==> src/rtl/branch_predictor_bht_pkg.sv <==
// Shared definitions for the branch history table and its counter helper.
package bht_pkg;

  // 2-bit saturating counter states; MSB is the taken prediction.
  typedef enum logic [1:0] {
    SNT = 2'b00,
    WNT = 2'b01,
    WT  = 2'b10,
    ST  = 2'b11
  } ctr_e;

  localparam ctr_e        CTR_RESET      = WNT;
  localparam int unsigned BHT_INDEX_BITS = 6;

endpackage

==> src/rtl/branch_predictor_bht_if.sv <==
// Lookup / update / statistics channel of the branch history table.
interface branch_predictor_bht_if #(
  parameter int unsigned ADDR_WIDTH = 32,
  parameter int unsigned STAT_WIDTH = 32
);

  logic                  pred_valid_in;
  logic [ADDR_WIDTH-1:0] pred_pc_in;
  logic                  stall_in;
  logic                  pred_taken_out;
  logic                  upd_valid_in;
  logic [ADDR_WIDTH-1:0] upd_pc_in;
  logic                  upd_taken_in;
  logic                  upd_pred_in;
  logic                  mispredict_out;
  logic [STAT_WIDTH-1:0] branch_count_out;
  logic [STAT_WIDTH-1:0] mispredict_count_out;

  // Pipeline side: issues lookups and resolved outcomes.
  modport master (
    output pred_valid_in, pred_pc_in, stall_in,
    output upd_valid_in, upd_pc_in, upd_taken_in, upd_pred_in,
    input  pred_taken_out, mispredict_out, branch_count_out, mispredict_count_out
  );

  // Predictor side.
  modport slave (
    input  pred_valid_in, pred_pc_in, stall_in,
    input  upd_valid_in, upd_pc_in, upd_taken_in, upd_pred_in,
    output pred_taken_out, mispredict_out, branch_count_out, mispredict_count_out
  );

endinterface

==> src/rtl/branch_predictor_bht_sat_counter2.sv <==
// Next-state function of a 2-bit saturating branch counter.
module sat_counter2
  import bht_pkg::*;
(
  input  ctr_e cur_i,
  input  logic taken_i,
  output ctr_e next_o
);

  // Step one state toward the outcome, saturating at SNT / ST.
  always_comb begin
    next_o = cur_i;
    unique case (cur_i)
      SNT: next_o = taken_i ? WNT : SNT;
      WNT: next_o = taken_i ? WT  : SNT;
      WT:  next_o = taken_i ? ST  : WNT;
      ST:  next_o = taken_i ? ST  : WT;
      default: next_o = CTR_RESET;
    endcase
  end

endmodule

==> src/rtl/branch_predictor_bht.sv <==
// Direct-mapped branch history table: IF-stage prediction, ID-stage training,
// registered mispredict flush pulse and saturating branch statistics.
module branch_predictor_bht
  import bht_pkg::*;
#(
  parameter int unsigned ADDR_WIDTH = 32,
  parameter int unsigned INDEX_BITS = BHT_INDEX_BITS,
  parameter int unsigned STAT_WIDTH = 32
) (
  input logic                   clk,
  input logic                   rst_n,
  branch_predictor_bht_if.slave bht_if
);

  localparam int unsigned NUM_ENTRIES = 1 << INDEX_BITS;

  ctr_e                   ctr_q   [NUM_ENTRIES];
  ctr_e                   ctr_d   [NUM_ENTRIES];
  logic [NUM_ENTRIES-1:0] valid_q;
  logic [NUM_ENTRIES-1:0] valid_d;

  logic                   pred_taken_q, pred_taken_d;
  logic                   mispredict_q, mispredict_d;
  logic [STAT_WIDTH-1:0]  branch_cnt_q, branch_cnt_d;
  logic [STAT_WIDTH-1:0]  mispred_cnt_q, mispred_cnt_d;

  logic [INDEX_BITS-1:0]  pred_idx;
  logic [INDEX_BITS-1:0]  upd_idx;
  logic [1:0]             pred_ctr;
  ctr_e                   upd_ctr_cur;
  ctr_e                   upd_ctr_nxt;
  logic                   mispredict_now;
  logic                   unused_pc_bits;

  assign pred_idx = bht_if.pred_pc_in[INDEX_BITS+1:2];
  assign upd_idx  = bht_if.upd_pc_in[INDEX_BITS+1:2];

  // Only the index bits address the table; tags are deliberately absent.
  assign unused_pc_bits = ^{bht_if.pred_pc_in[ADDR_WIDTH-1:INDEX_BITS+2], bht_if.pred_pc_in[1:0],
                            bht_if.upd_pc_in[ADDR_WIDTH-1:INDEX_BITS+2],  bht_if.upd_pc_in[1:0]};

  // Never-trained entries start from the weakly-not-taken state.
  assign upd_ctr_cur    = valid_q[upd_idx] ? ctr_q[upd_idx] : CTR_RESET;
  assign mispredict_now = bht_if.upd_valid_in & (bht_if.upd_taken_in ^ bht_if.upd_pred_in);

  sat_counter2 u_upd_ctr (
    .cur_i   (upd_ctr_cur),
    .taken_i (bht_if.upd_taken_in),
    .next_o  (upd_ctr_nxt)
  );

  // Next-state: lookup reads the pre-update table, so a same-index update is
  // only visible on the following cycle.
  always_comb begin
    ctr_d         = ctr_q;
    valid_d       = valid_q;
    pred_taken_d  = pred_taken_q;
    mispredict_d  = mispredict_now;
    branch_cnt_d  = branch_cnt_q;
    mispred_cnt_d = mispred_cnt_q;
    pred_ctr      = ctr_q[pred_idx];

    if (!bht_if.stall_in) begin
      pred_taken_d = bht_if.pred_valid_in & valid_q[pred_idx] & pred_ctr[1];
    end

    if (bht_if.upd_valid_in) begin
      valid_d[upd_idx] = 1'b1;
      ctr_d[upd_idx]   = upd_ctr_nxt;
      if (branch_cnt_q != '1) begin
        branch_cnt_d = branch_cnt_q + STAT_WIDTH'(1);
      end
    end

    if (mispredict_now && (mispred_cnt_q != '1)) begin
      mispred_cnt_d = mispred_cnt_q + STAT_WIDTH'(1);
    end
  end

  // State registers with asynchronous clear of the whole table.
  always_ff @(posedge clk or negedge rst_n) begin
    if (!rst_n) begin
      for (int unsigned i = 0; i < NUM_ENTRIES; i++) begin
        ctr_q[i] <= CTR_RESET;
      end
      valid_q       <= '0;
      pred_taken_q  <= 1'b0;
      mispredict_q  <= 1'b0;
      branch_cnt_q  <= '0;
      mispred_cnt_q <= '0;
    end else begin
      ctr_q         <= ctr_d;
      valid_q       <= valid_d;
      pred_taken_q  <= pred_taken_d;
      mispredict_q  <= mispredict_d;
      branch_cnt_q  <= branch_cnt_d;
      mispred_cnt_q <= mispred_cnt_d;
    end
  end

  assign bht_if.pred_taken_out       = pred_taken_q;
  assign bht_if.mispredict_out       = mispredict_q;
  assign bht_if.branch_count_out     = branch_cnt_q;
  assign bht_if.mispredict_count_out = mispred_cnt_q;

endmodule

==> src/flat_wrapper.sv <==
// flat-port wrapper written by rule: the top's interface ports become plain ports
module branch_predictor_bht_flat import bht_pkg::*;
#(
  parameter int unsigned ADDR_WIDTH = 32,
  parameter int unsigned INDEX_BITS = BHT_INDEX_BITS,
  parameter int unsigned STAT_WIDTH = 32
)
  (clk, rst_n, bht_if_pred_valid_in, bht_if_pred_pc_in, bht_if_stall_in, bht_if_upd_valid_in, bht_if_upd_pc_in, bht_if_upd_taken_in, bht_if_upd_pred_in, bht_if_pred_taken_out, bht_if_mispredict_out, bht_if_branch_count_out, bht_if_mispredict_count_out);
  branch_predictor_bht_if #(.ADDR_WIDTH(ADDR_WIDTH), .STAT_WIDTH(STAT_WIDTH)) bht_if_i ();
  input logic clk;
  input logic rst_n;
  input wire logic [$bits(bht_if_i.pred_valid_in)-1:0] bht_if_pred_valid_in;
  input wire logic [$bits(bht_if_i.pred_pc_in)-1:0] bht_if_pred_pc_in;
  input wire logic [$bits(bht_if_i.stall_in)-1:0] bht_if_stall_in;
  input wire logic [$bits(bht_if_i.upd_valid_in)-1:0] bht_if_upd_valid_in;
  input wire logic [$bits(bht_if_i.upd_pc_in)-1:0] bht_if_upd_pc_in;
  input wire logic [$bits(bht_if_i.upd_taken_in)-1:0] bht_if_upd_taken_in;
  input wire logic [$bits(bht_if_i.upd_pred_in)-1:0] bht_if_upd_pred_in;
  output wire logic [$bits(bht_if_i.pred_taken_out)-1:0] bht_if_pred_taken_out;
  output wire logic [$bits(bht_if_i.mispredict_out)-1:0] bht_if_mispredict_out;
  output wire logic [$bits(bht_if_i.branch_count_out)-1:0] bht_if_branch_count_out;
  output wire logic [$bits(bht_if_i.mispredict_count_out)-1:0] bht_if_mispredict_count_out;
  assign bht_if_i.pred_valid_in = bht_if_pred_valid_in;
  assign bht_if_i.pred_pc_in = bht_if_pred_pc_in;
  assign bht_if_i.stall_in = bht_if_stall_in;
  assign bht_if_i.upd_valid_in = bht_if_upd_valid_in;
  assign bht_if_i.upd_pc_in = bht_if_upd_pc_in;
  assign bht_if_i.upd_taken_in = bht_if_upd_taken_in;
  assign bht_if_i.upd_pred_in = bht_if_upd_pred_in;
  assign bht_if_pred_taken_out = bht_if_i.pred_taken_out;
  assign bht_if_mispredict_out = bht_if_i.mispredict_out;
  assign bht_if_branch_count_out = bht_if_i.branch_count_out;
  assign bht_if_mispredict_count_out = bht_if_i.mispredict_count_out;
  branch_predictor_bht #(.ADDR_WIDTH(ADDR_WIDTH), .INDEX_BITS(INDEX_BITS), .STAT_WIDTH(STAT_WIDTH)) u_core (.clk(clk), .rst_n(rst_n), .bht_if(bht_if_i));
endmodule
==> config.mk <==
export PLATFORM = sky130hd
export DESIGN_NAME = branch_predictor_bht_flat
export DESIGN_NICKNAME = d
export VERILOG_FILES = /design/src/rtl/branch_predictor_bht_pkg.sv /design/src/rtl/branch_predictor_bht_if.sv /design/src/rtl/branch_predictor_bht_sat_counter2.sv /design/src/rtl/branch_predictor_bht.sv /design/src/flat_wrapper.sv
export SDC_FILE = /design/constraint.sdc
export NUM_CORES = 1
export LEC_CHECK = 0
export BUFFER_PORTS_ARGS = -buffer_cell sky130_fd_sc_hd__buf_4
export CAP_MARGIN = 20
export CELL_PAD_IN_SITES_DETAIL_PLACEMENT = 0
export CELL_PAD_IN_SITES_GLOBAL_PLACEMENT = 1
export CORE_MARGIN = 2
export CORE_UTILIZATION = 51
export DETAILED_ROUTE_END_ITERATION = 16
export MAX_ROUTING_LAYER = met4
export PLACE_DENSITY_LB_ADDON = 0.15
export SYNTH_ARGS = -nofsm -noshare
export SYNTH_HDL_FRONTEND = slang
export SYNTH_SLANG_ARGS = --single-unit
==> constraint.sdc <==
create_clock -name clk -period 3.5 [get_ports clk]
set_input_delay 0.35 -clock clk [delete_from_list [all_inputs] [get_ports clk]]
set_output_delay 0.35 -clock clk [all_outputs]
set_load 0.01 [all_outputs]
**Word level (Yosys, flattened, before mapping)**

Cells that the tools add are included.

- Flip-flop bits (word level): 258
- Input bits: 71
- Output and inout bits: 66
- Logic and storage cells: 115

- Add/sub/neg operators: 2
- Magnitude comparators: 6
- Equal/unequal tests: 5
- Mux-type cells: 21
- Bitwise gates (word level): 7
- Reductions and logical operators: 5

Operators with widths:

| kind | number |
|---|---|
| bitwise mux 128 bit | 1 |
| adder 32 x 1 -> 32 bit (second input constant) | 2 |
| != test 32 bit (second input constant) | 2 |
| bitwise OR 64 bit | 1 |
| binary-select mux 2 bit (select 6 bit) | 2 |
| 2-to-1 mux 2 bit | 8 |
| >= comparator 7 bit (second input constant) | 2 |
| < comparator 6 x 7 -> 1 bit (second input constant) | 2 |
| inverter 6 -> 7 bit | 2 |
| binary-select mux 1 bit (select 6 bit) | 2 |
| demux 2 bit (select 6 bit) | 1 |
| case mux 2 bit (4 select lines) | 1 |
| < comparator 7 x 1 -> 1 bit (second input constant) | 1 |
| demux 1 bit (select 6 bit) | 1 |
| >= comparator 6 x 1 -> 1 bit (second input constant) | 1 |
| 2-to-1 mux 1 bit | 5 |
| equality test 2 bit (second input constant) | 2 |
| AND 1 bit | 3 |
| logical AND 1 bit | 3 |
| equality test 2 x 1 -> 1 bit (second input constant) | 1 |
| logical NOT 2 bit | 1 |
| AND reduction 2 bit | 1 |
| bitwise XOR 1 bit | 1 |

**Longest topological paths before layout**

Gate-level depths: netlist (run 1).

- Depth after elaboration: 8
- Mapped depth: 11
- Gate-level depth less buffers: 8

**Modules after synthesis**

Synthesis (run 1) repeated with hierarchy kept, for this count alone.

- Cells, all modules: 1131
- Area, all modules: 12827.3 um^2

By module, submodules not included:

| module | instances | cells each | area each (um^2) | seq. area each (um^2) |
|---|---|---|---|---|
| branch_predictor_bht | 1 | 1128 | 12801.0 | 6536.3 |
| sat_counter2 | 1 | 3 | 26.3 | 0.0 |

**Worst setup path before layout (run 1)**

Ideal clock, no wire load.

- Path kind: input port to flip-flop
- Start point: input bht_if_upd_pc_in[4]
- End point: register u_core.ctr_q[100] (netlist name)
- Library setup time: 0.097 ns
- Data arrival time: 2.370 ns
- Data required time: 3.403 ns
- Path slack: 1.032 ns
- Cell stages on the path: 10
- Path buffers: 4
- Cells stage by stage: buf_4 buf_6 buf_4 a221oi_1 o22ai_1 a222oi_1 and3_2 a21oi_4 buf_6 o41ai_2

- Cells in the longest elaborated chain, start to end: 8
- Elaborated cells between the ends (all ways): 18
- Classes of those cells: order compare: 2; eq/ne: 3; mux: 10; bitwise: 1; reduce/logical: 2

RTL lines:

| element | RTL line | RTL |
|---|---|---|
| start: declaration | flat_wrapper.sv:16 | `input wire logic [$bits(bht_if_i.upd_pc_in)-1:0] bht_if_upd_pc_in;` |
| inverter 6 -> 7 bit (implied by the code) | branch_predictor_bht.sv:43, branch_predictor_bht.sv:69 |  |
| binary-select mux 2 bit (select 6 bit) | branch_predictor_bht.sv:43 | `assign upd_ctr_cur = valid_q[upd_idx] ? ctr_q[upd_idx] : CTR_RESET;` |
| 2-to-1 mux 2 bit (implied by the code) (2 in series) | branch_predictor_bht.sv:43 |  |
| 2-to-1 mux 2 bit | branch_predictor_bht.sv:43 |  |
| equality test 2 bit (tied with other cells) | branch_predictor_bht_sat_counter2.sv:13 | `unique case (cur_i)` |
| case mux 2 bit (4 select lines) | branch_predictor_bht_sat_counter2.sv:13 |  |
| bitwise mux 128 bit * | branch_predictor_bht.sv:69 | `ctr_d[upd_idx] = upd_ctr_nxt;` |
| end signal: assignment | branch_predictor_bht.sv:92 | `ctr_q <= ctr_d;` |
| end: declaration | branch_predictor_bht.sv:17 | `ctr_e ctr_q [NUM_ENTRIES];` |

Every way passes the cells marked *; elsewhere a longest branch is shown, timed or not. The select of a mux whose other input is x is not followed.
A chain may end at the register's enable or synchronous reset.

**Worst setup path after layout (run 1)**

- Start point: register u_core.valid_q[10]
- End point: register u_core.ctr_q[15] (netlist name)

- Cells in the longest elaborated chain, start to end: 6
- Elaborated cells between the ends (all ways): 9
- Classes of those cells: eq/ne: 3; mux: 5; reduce/logical: 1

RTL lines:

| element | RTL line | RTL |
|---|---|---|
| start: declaration | branch_predictor_bht.sv:19 | `logic [NUM_ENTRIES-1:0] valid_q;` |
| start signal: assignment | branch_predictor_bht.sv:93 | `valid_q <= valid_d;` |
| binary-select mux 1 bit (select 6 bit) * | branch_predictor_bht.sv:43 |  |
| 2-to-1 mux 1 bit (implied by the code) * | branch_predictor_bht.sv:43 |  |
| 2-to-1 mux 2 bit * | branch_predictor_bht.sv:43 |  |
| equality test 2 bit (tied with other cells) | branch_predictor_bht_sat_counter2.sv:13 |  |
| case mux 2 bit (4 select lines) * | branch_predictor_bht_sat_counter2.sv:13 |  |
| bitwise mux 128 bit * | branch_predictor_bht.sv:69 |  |

Marks and branches as above.

==> impl.org, run 1 <==
** Outcome
- Status :: finished with violations
- Violated checks :: design-rule violations

** STA
- Setup repair after global routing missed its margin :: false
- Setup tns final :: 0 ns
- Worst slew slack as a fraction of its limit :: 0.389
- Dividing the final minimum period by the clock period gives 0.831.
- For this run, the top clock speed supported by timing is 344 MHz.
- Pins over their slew limit :: 0
- For the pin with the worst max-slew slack, the measured transition is 0.916 ns.
- Setup WS post-layout :: 0.590 ns
- The worst path in the final design needs a cycle of 2.91 ns, including I/O delays and setup.
- Setup violations remaining at the end of the flow were counted as 0.
- Number of hold violations in the final report :: 0
- Across the routed clock network, the largest skew measured is 0.00867 ns.
- Final hold analysis gives a worst-case slack of 0.0569 ns.

** Logic synthesis
- Mapped Nets :: 1,411
- Synth Instances :: 1,338
- For this run, the number of Yosys warnings is 0.
- Number of flops mapped to enable cells by yosys :: 0
- Top cells by area, synth :: sky130_fd_sc_hd__dfrtp_1 (36%), sky130_fd_sc_hd__dfstp_2 (12%), sky130_fd_sc_hd__o41ai_2 (7.2%), sky130_fd_sc_hd__nand2_1 (5.7%), sky130_fd_sc_hd__nor2_1 (4.7%)
- Number of distinct library cells after synthesis :: 64
- Area share of the largest cell type after synthesis :: 0.357
- Main flop type after synthesis :: sky130_fd_sc_hd__dfrtp_1
- The cell area that synthesis handed to floorplanning was 13,600 µm².
- The share of the Yosys chip area taken by registers is 0.480.
- Post-Synthesis Mean Instance Area :: 10.2 µm²
- The commonest cells after synthesis are sky130_fd_sc_hd__nand2_1 (207), sky130_fd_sc_hd__dfrtp_1 (194), sky130_fd_sc_hd__nor2_1 (169).
- Cell with the most instances after synthesis :: sky130_fd_sc_hd__nand2_1
- Register bit count reported by yosys :: 258
- Share of flip-flops with an asynchronous set or reset :: 1.00
- The synthesized design spends more area on one cell type than any other, namely sky130_fd_sc_hd__dfrtp_1.

** Place
- OpenSTA, run right after detailed placement, puts the worst setup slack at 0.336 ns.
- Post-detailed-placement cell area :: 14,700 µm²
- In this run the tool buffered the top-level ports with 84 buffer cells.
- After legalization and detailed placement, the total HPWL measured 27.0 mm.
- At the end of routability-driven placement, the weighted congestion stood at 0.933.

** Routing
- The pre-antenna-repair detailed-routing pass consisted of 11 iterations.
- After the first detailed-routing iteration, the DRC count stood at 934.
- For this run, design rule violations remaining after detail routing come to 2.
- The routed layout has 10,855 vias.
- In the final routed layout, each cell accounts on average for 22.5 µm.
- In this run the remaining antenna-violating nets after routing total 0.
- After detailed routing, the number of vias per cell comes to 6.13.
- Drt total wl :: 40.0 mm

** Setup path
- At the worst endpoint, the required time is 3.92 ns.
- The number of buffers and inverters on the critical path is 1.
- Capture point of the worst path :: u_core.ctr_q[15]
- The worst register-to-register path has a setup slack of 0.59 ns.
- Family with the most delay on the worst path :: compound AO/OA/AOI/OAI gates
- In this run the critical register-to-register path is launched from u_core.valid_q[10].
- The worst setup path is of the flip-flop to flip-flop kind.
- Crit. Startpoint :: u_core.valid_q[10]
- Measured in cells, the most critical reg-to-reg path has a length of 8.
- The worst setup path is launched from a flip-flop.
- Worst endpoint data arrival time :: 3.33 ns
- Worst Path Max Fanout :: 35
- Walking the worst path, the cells encountered are mux2_2, a221oi_1, o22ai_1, a2111oi_2, nand3_1, o221ai_4, buf_12, a31oi_1.
- The worst register-to-register path ends at u_core.ctr_q[15].
- Counting buffers and inverters, the worst setup path is 8 cells deep.
- STA classifies the critical path endpoint as a flip-flop.
- Cell type of the slowest stage on the worst timing path :: sky130_fd_sc_hd__dfrtp_1
- For this run, the slowest stage of the critical path takes 0.46 ns.

** Layout
- Synthesis-to-finish area growth :: 15.8%
- 0 antenna diodes ended up in the layout.
- The finished cells cover 15,800 µm².
- # nets final :: 1,487
- The filler cells instantiated in the layout total 2,167.
- Of the cells placed in the final design, the portion with a size suffix greater than 1 is 0.255.

** Global route
- Maximum number of pins on one net before global-route repair :: 109
- Global-route wire length before repair :: 62.7 mm
- Number of antenna violations at the first check in global routing :: 0
- For this run, the total global-route usage over all layers was measured as 0.294.
- Global route overflow :: 0
- The number of global-route vias before repair was 10,784.

** Floorplan
- Die ar. :: 28,000 µm²
- Rows :: 59
- Horizontal die dimension :: 167 µm
- Core Region :: 26,100 µm²
- Effective utilization at floorplan :: 0.521
- Height of the die :: 167 µm
- Number of primary I/O pins :: 137

** Job
- Count of maximum capacitance violations :: 0

** Pwr
- Overall power consumption after layout is estimated at 0.00873 W.
- IR Drop Worst-Case VDD :: 0.000345 V
- Power spread over the standard cell area amounts to 554 nW/µm².
- For this design the static power due to leakage is 6.83 nW.

** CTS
- The tree is rooted in a sky130_fd_sc_hd__clkbuf_16.
- After clock tree synthesis, the clock-pin slew on the worst setup and hold paths is 0.06 ns.
- The clock passes through at most 3 buffers.
- Clock latency on the worst-skew pair, taken at its later pin, is 0.55 ns.
- In this run the number of H-tree levels came out at 1.
- TritonCTS clock tree :: done
- Buffers inserted during clock tree synthesis total 29.
- Counting every sink on the clock net gives 258.

** Min path
- Class of the most critical hold timing path :: primary input to flip-flop
[registers in the layout, summed over array words and instances, names as in the netlist]
name,flops
u_core.bht_if.mispredict_count_out,32
u_core.bht_if.branch_count_out,32
u_core.bht_if.mispredict_out,1
u_core.valid_q,64
u_core.ctr_q,128
u_core.bht_if.pred_taken_out,1
[timing repair]
item | 4_1_cts | 5_1_grt
endpoints found under the setup margin | 0 | 0
gates resized for setup | 0 | 0
hold buffers | 1 | 0
endpoints found under the hold margin | 88 | 0
setup buffers | 0 | 0
[report_power, final]
part	switching [W]	internal (W)
sequential	0.000466	0.00346
combinational	0.000874	0.000690
clock	0.00126	0.00197
[stage by stage]
stage | instances | utilization
3_3_place_gp | 1717 | 0.564
2_1_floorplan | 1338 | -
6_report | 1772 | 0.603
3_5_place_dp | 1717 | 0.564
4_1_cts | 1772 | 0.603
5_1_grt | 1772 | 0.603
[placed cells by master, fill, tap and decap left out, drive strengths merged, types with 17 or more instances in the layout]
cell,instances
nand2,207
dfrtp,194
nor2,171
buf,132
a31oi,79
o41ai,65
dfstp,64
nand2b,55
nand3,53
clkbuf,38
mux2i,34
xnor2,31
xor2,29
o21ai,28
mux4,23
nor3,22
or2,18
a22oi,17
[worst min path at each step]
stage | from | to | slack (ns) | cells past startpoint
global route | bht_if_stall_in | u_core.bht_if.pred_taken_out | 0.06 | 2
global placement | u_core.ctr_q[0] | u_core.ctr_q[0] | 0.46 | 2
floorplan | rst_n | u_core.bht_if.branch_count_out[0] | 0.05 | 0
CTS | bht_if_stall_in | u_core.bht_if.pred_taken_out | 0.05 | 2
finish | bht_if_stall_in | u_core.bht_if.pred_taken_out | 0.06 | 2
detailed placement | u_core.ctr_q[126] | u_core.ctr_q[126] | 0.47 | 2
[layout make-up]
class / instances / area (µm²) / share of cell area
clock inverters: 16 / 215 / 0.0137
inverters: 13 / 48.8 / 0.00310
well taps: 335 / 419 / 0.0266
clock buffers: 38 / 800 / 0.0507
repair buffers: 133 / 1160 / 0.0735
flip-flops and latches: 258 / 6540 / 0.415
multi-input cells: 979 / 6580 / 0.418
[cell families after synthesis]
logic type / count (synthesis) / share of synthesized area
xor+xnor: 60 / 0.0386
simple gates: 595 / 0.203
compound gates: 258 / 0.170
fa+ha+maj: 2 / 0.00184
buf+inv: 101 / 0.0375
flops: 258 / 0.480
mux: 64 / 0.0689
[metal layers]
metal / track usage / vias to the layer above / part of all wire
li1: - / 4985 / -
met1: 0.397 / 5321 / 0.44
met2: 0.438 / 418 / 0.44
met3: 0.0451 / 131 / 0.061
met4: 0.143 / 0 / 0.058
met5: - / - / 0
[worst register-to-register path, stage by stage, from the launching register on]
cell and delay, ns:
sky130_fd_sc_hd__dfrtp_1 0.46, sky130_fd_sc_hd__mux2_2 0.30, sky130_fd_sc_hd__a221oi_1 0.35, sky130_fd_sc_hd__o22ai_1 0.21
sky130_fd_sc_hd__a2111oi_2 0.46, sky130_fd_sc_hd__nand3_1 0.19, sky130_fd_sc_hd__o221ai_4 0.40, sky130_fd_sc_hd__buf_12 0.27
sky130_fd_sc_hd__a31oi_1 0.14
(Power assumes the default switching activity.)
==> inputs of run 2 (changes only) <==
--- a/config.mk
+++ b/config.mk
@@ -10,7 +10,7 @@
 export CELL_PAD_IN_SITES_DETAIL_PLACEMENT = 0
 export CELL_PAD_IN_SITES_GLOBAL_PLACEMENT = 1
 export CORE_MARGIN = 2
-export CORE_UTILIZATION = 51
+export CORE_UTILIZATION = 42
 export DETAILED_ROUTE_END_ITERATION = 16
 export MAX_ROUTING_LAYER = met4
 export PLACE_DENSITY_LB_ADDON = 0.15
==> constraint.sdc (replaced) <==
create_clock -name clk -period 2.61 [get_ports clk]
set_input_delay 0.261 -clock clk [delete_from_list [all_inputs] [get_ports clk]]
set_output_delay 0.261 -clock clk [all_outputs]
set_load 0.01 [all_outputs]
==> run 2 against run 1 <==
Compared with the run above:
- the flow now finishes without violations
- total power rose by 39%
- cell area rose by 8.1%
- clock power rose by 35%
- cell count rose by 11%
- sequential cell count did not move
- critical path depth rose by 2
- largest cell class unchanged
- highest routed layer unchanged
==> impl.org, run 2 (synthesis gave the netlist of run 1 again) <==
** Layout
- Commonest cells after routing, fill and taps aside :: sky130_fd_sc_hd__buf_4 (234), sky130_fd_sc_hd__nand2_1 (207), sky130_fd_sc_hd__dfrtp_1 (194), sky130_fd_sc_hd__nor2_1 (169), sky130_fd_sc_hd__a31oi_1 (79)
- The finished layout holds 1,970 standard cells, fillers aside.
- Leaving out fill and tap cells, the most frequent cell in the layout is sky130_fd_sc_hd__buf_4.
- # nets final :: 1,618
- Of the cells placed in the final design, the portion with a size suffix greater than 1 is 0.316.
- Top flop regs :: u_core.ctr_q x128, u_core.valid_q x64
- Register bank with the most flops :: u_core.ctr_q
- Number of antenna repair diodes :: 0
- Synthesis-to-finish area growth :: 25.2%
- The register with the most flip-flops in the layout has 128 of them.

** STA
- Clock period minus worst slack :: 2.51 ns
- Worst clock skew :: 0.0148 ns
- Static timing analysis puts the maximum clock frequency at 398 MHz.
- Number of hold violations in the final report :: 0
- Measured against its own limit, the worst slew margin works out to 0.573.
- The count of final max-slew check failures came to 0.
- Slew of the pin with the lowest slew margin :: 0.641 ns
- Setup tns final :: 0 ns
- Period utilisation layout :: 0.962
- Setup repair after global routing left no endpoint under its margin.
- Once routing completed, OpenROAD measured the worst setup slack at 0.0994 ns.
- Setup violations remaining at the end of the flow were counted as 0.
- Final Hold Slack :: 0.0793 ns

** CTS
- Number of sinks on the clock net :: 258
- Clock network latency to the later pin of the worst-skew pair :: 0.59 ns
- In this run the number of H-tree levels came out at 1.
- The tree is rooted in a sky130_fd_sc_hd__clkbuf_16.
- Worst-path clk slew :: 0.06 ns
- TritonCTS clock tree :: done
- Worst-case clock buffer depth :: 3
- In this run, CTS created clock tree buffers numbering 30.

** Floorplan
- The floorplan step set the die width to 184 µm.
- For this configuration, the core starts out at a cell density of 0.429.
- Rows :: 65
- Number of primary I/O pins :: 137
- The die covers 33,800 µm².
- Core Region :: 31,700 µm²
- Height of the die :: 184 µm

** Place
- Routability-driven placement finished with a final weighted congestion of 0.901.
- After legalization and detailed placement, the total HPWL measured 31.4 mm.
- The count of buffers added on input and output ports is 84.
- Prior to clock tree synthesis, the placed netlist has a worst setup slack of -0.316 ns.
- Counting tap cells, the placed design contains a total of 1,905 instances.

** Min path
- Worst Hold Endpoint :: u_core.bht_if.branch_count_out[2]
- The tightest min-delay check is of the primary input to flip-flop type.
- The worst hold path was traced through 3 stages.
- The worst hold path begins at bht_if_upd_valid_in.

** Setup path
- Most common cell type on the critical path :: sky130_fd_sc_hd__nand2_1
- Worst endpoint data arrival time :: 2.97 ns
- Critical-path cell list :: mux4_2, nand2_1, o21ai_1, a222oi_1, buf_4, nand2_1, o221ai_4, buf_12, clkbuf_16, a31oi_1
- Reg2reg end :: u_core.ctr_q[47]
- Cell type of the slowest stage on the worst timing path :: sky130_fd_sc_hd__mux4_2
- The worst setup path is captured at a flip-flop.
- Family with the most delay on the worst path :: compound AO/OA/AOI/OAI gates
- Critical Path Max Stage Delay :: 0.46 ns
- The startpoint identified for the worst register-to-register timing path is u_core.ctr_q[54].
- Data on the critical path is required at its endpoint by 3.07 ns.
- Worst Path Max Fanout :: 9
- The critical path contains buffers and inverters numbering 3 combined.
- The worst register-to-register path has a depth of 10.
- Critical path launch point type :: flip-flop
- Class of the most critical setup path :: flip-flop to flip-flop
- The worst register-to-register path has a setup slack of 0.1 ns.

** Global route
- Global route overflow :: 0
- Global Route Usage Sum :: 0.272
- Number of antenna violations at the first check in global routing :: 0
- The number of global-route vias before repair is 11,232.
- Maximum number of pins on one net before global-route repair :: 71
- Global-route wire length before repair :: 67.8 mm

** Routing
- DRC violation count after routing :: 0
- The detailed router placed 11,353 vias in this run.
- Drt pass-1 iters :: 5
- Starting DRC count in detailed routing :: 819
- Dividing the detail-routed wire length by the instance count gives 22.5 µm.
- Drt total wl :: 44.4 mm
- Via-to-Cell Ratio :: 5.76
- Number of nets with antenna violations after routing :: 0

** Pwr
- VDD sags by at most 0.000611 V.
- The design draws 0.0121 W.
- Ratio of total power to cell area :: 710 nW/µm²
- For this design the static power due to leakage is 7.54 nW.

** Job
- Count of maximum capacitance violations :: 0

** Outcome
- Status :: finished, final reports clean
==> run 2: changes by cell type in the layout (fill, tap and decap cells not counted), sizes merged <==
cell / change
dlygate4sd3: +3
bufinv: -3
clkinvlp: -3
inv: -1
buf: +124
clkinv: -5
clkbuf: +16
==> run 2: stage by stage <==
stage,area [µm²],utilization
3_5_place_dp,15800,0.498
6_report,17000,0.537
2_1_floorplan,13600,-
3_3_place_gp,15800,0.498
4_1_cts,16900,0.532
5_1_grt,17000,0.537
==> run 2: layer usage <==
layer  routed length, µm  vias up  GRT usage
li1                    -     5241          -
met4                1290        0     0.0755
met3                2660       82     0.0450
met1               19300     5653      0.359
met2               21100      377      0.434
met5                   0        -          -
==> run 2: worst max path at each step <==
stage / startpoint / endpoint / slack [ns] / depth (start not counted)
finish: u_core.ctr_q[54] / u_core.ctr_q[47] / 0.1 / 10
global route: u_core.ctr_q[52] / u_core.ctr_q[47] / 0.002 / 10
CTS: u_core.bht_if.branch_count_out[20] / u_core.bht_if.branch_count_out[7] / 0.01 / 7
detailed placement: bht_if_upd_pc_in[2] / u_core.ctr_q[0] / -0.32 / 11
global placement: bht_if_upd_pc_in[2] / u_core.ctr_q[0] / -0.31 / 11
floorplan: u_core.bht_if.mispredict_count_out[8] / u_core.bht_if.mispredict_count_out[27] / 0.17 / 7
==> run 2: report_power, final <==
| group | switching (W) | total, W | internal [W] |
|---|---|---|---|
| clock network | 0.00174 | 0.00437 | 0.00263 |
| registers | 0.000597 | 0.00524 | 0.00464 |
| logic | 0.00132 | 0.00248 | 0.00117 |
| total | 0.00365 | 0.0121 | 0.00844 |
==> run 2: cell type report <==
type                            instances  area [µm²]
Inverter                               13        48.8
Clock buffer                           51         940
Tap cell                              402         503
Fill cell                            2887       14700
Multi-Input combinational cell        979        6620
Sequential cell                       258        6540
Timing Repair Buffer                  263        2280
Clock inverter                          4        93.8
==> run 2: what timing repair did <==
item	4_1_cts	5_1_grt
setup buffers	0	1
hold endpoints to repair	50	0
resized for setup	0	8
endpoints found under the setup margin	0	65
hold buffers	4	0
==> run 2: worst min-delay path, delay by kind of cell <==
| kind | cells | cell delay [ns] |
|---|---|---|
| compound gates | 2 | 0.17 |
| buf+inv | 1 | 0.18 |
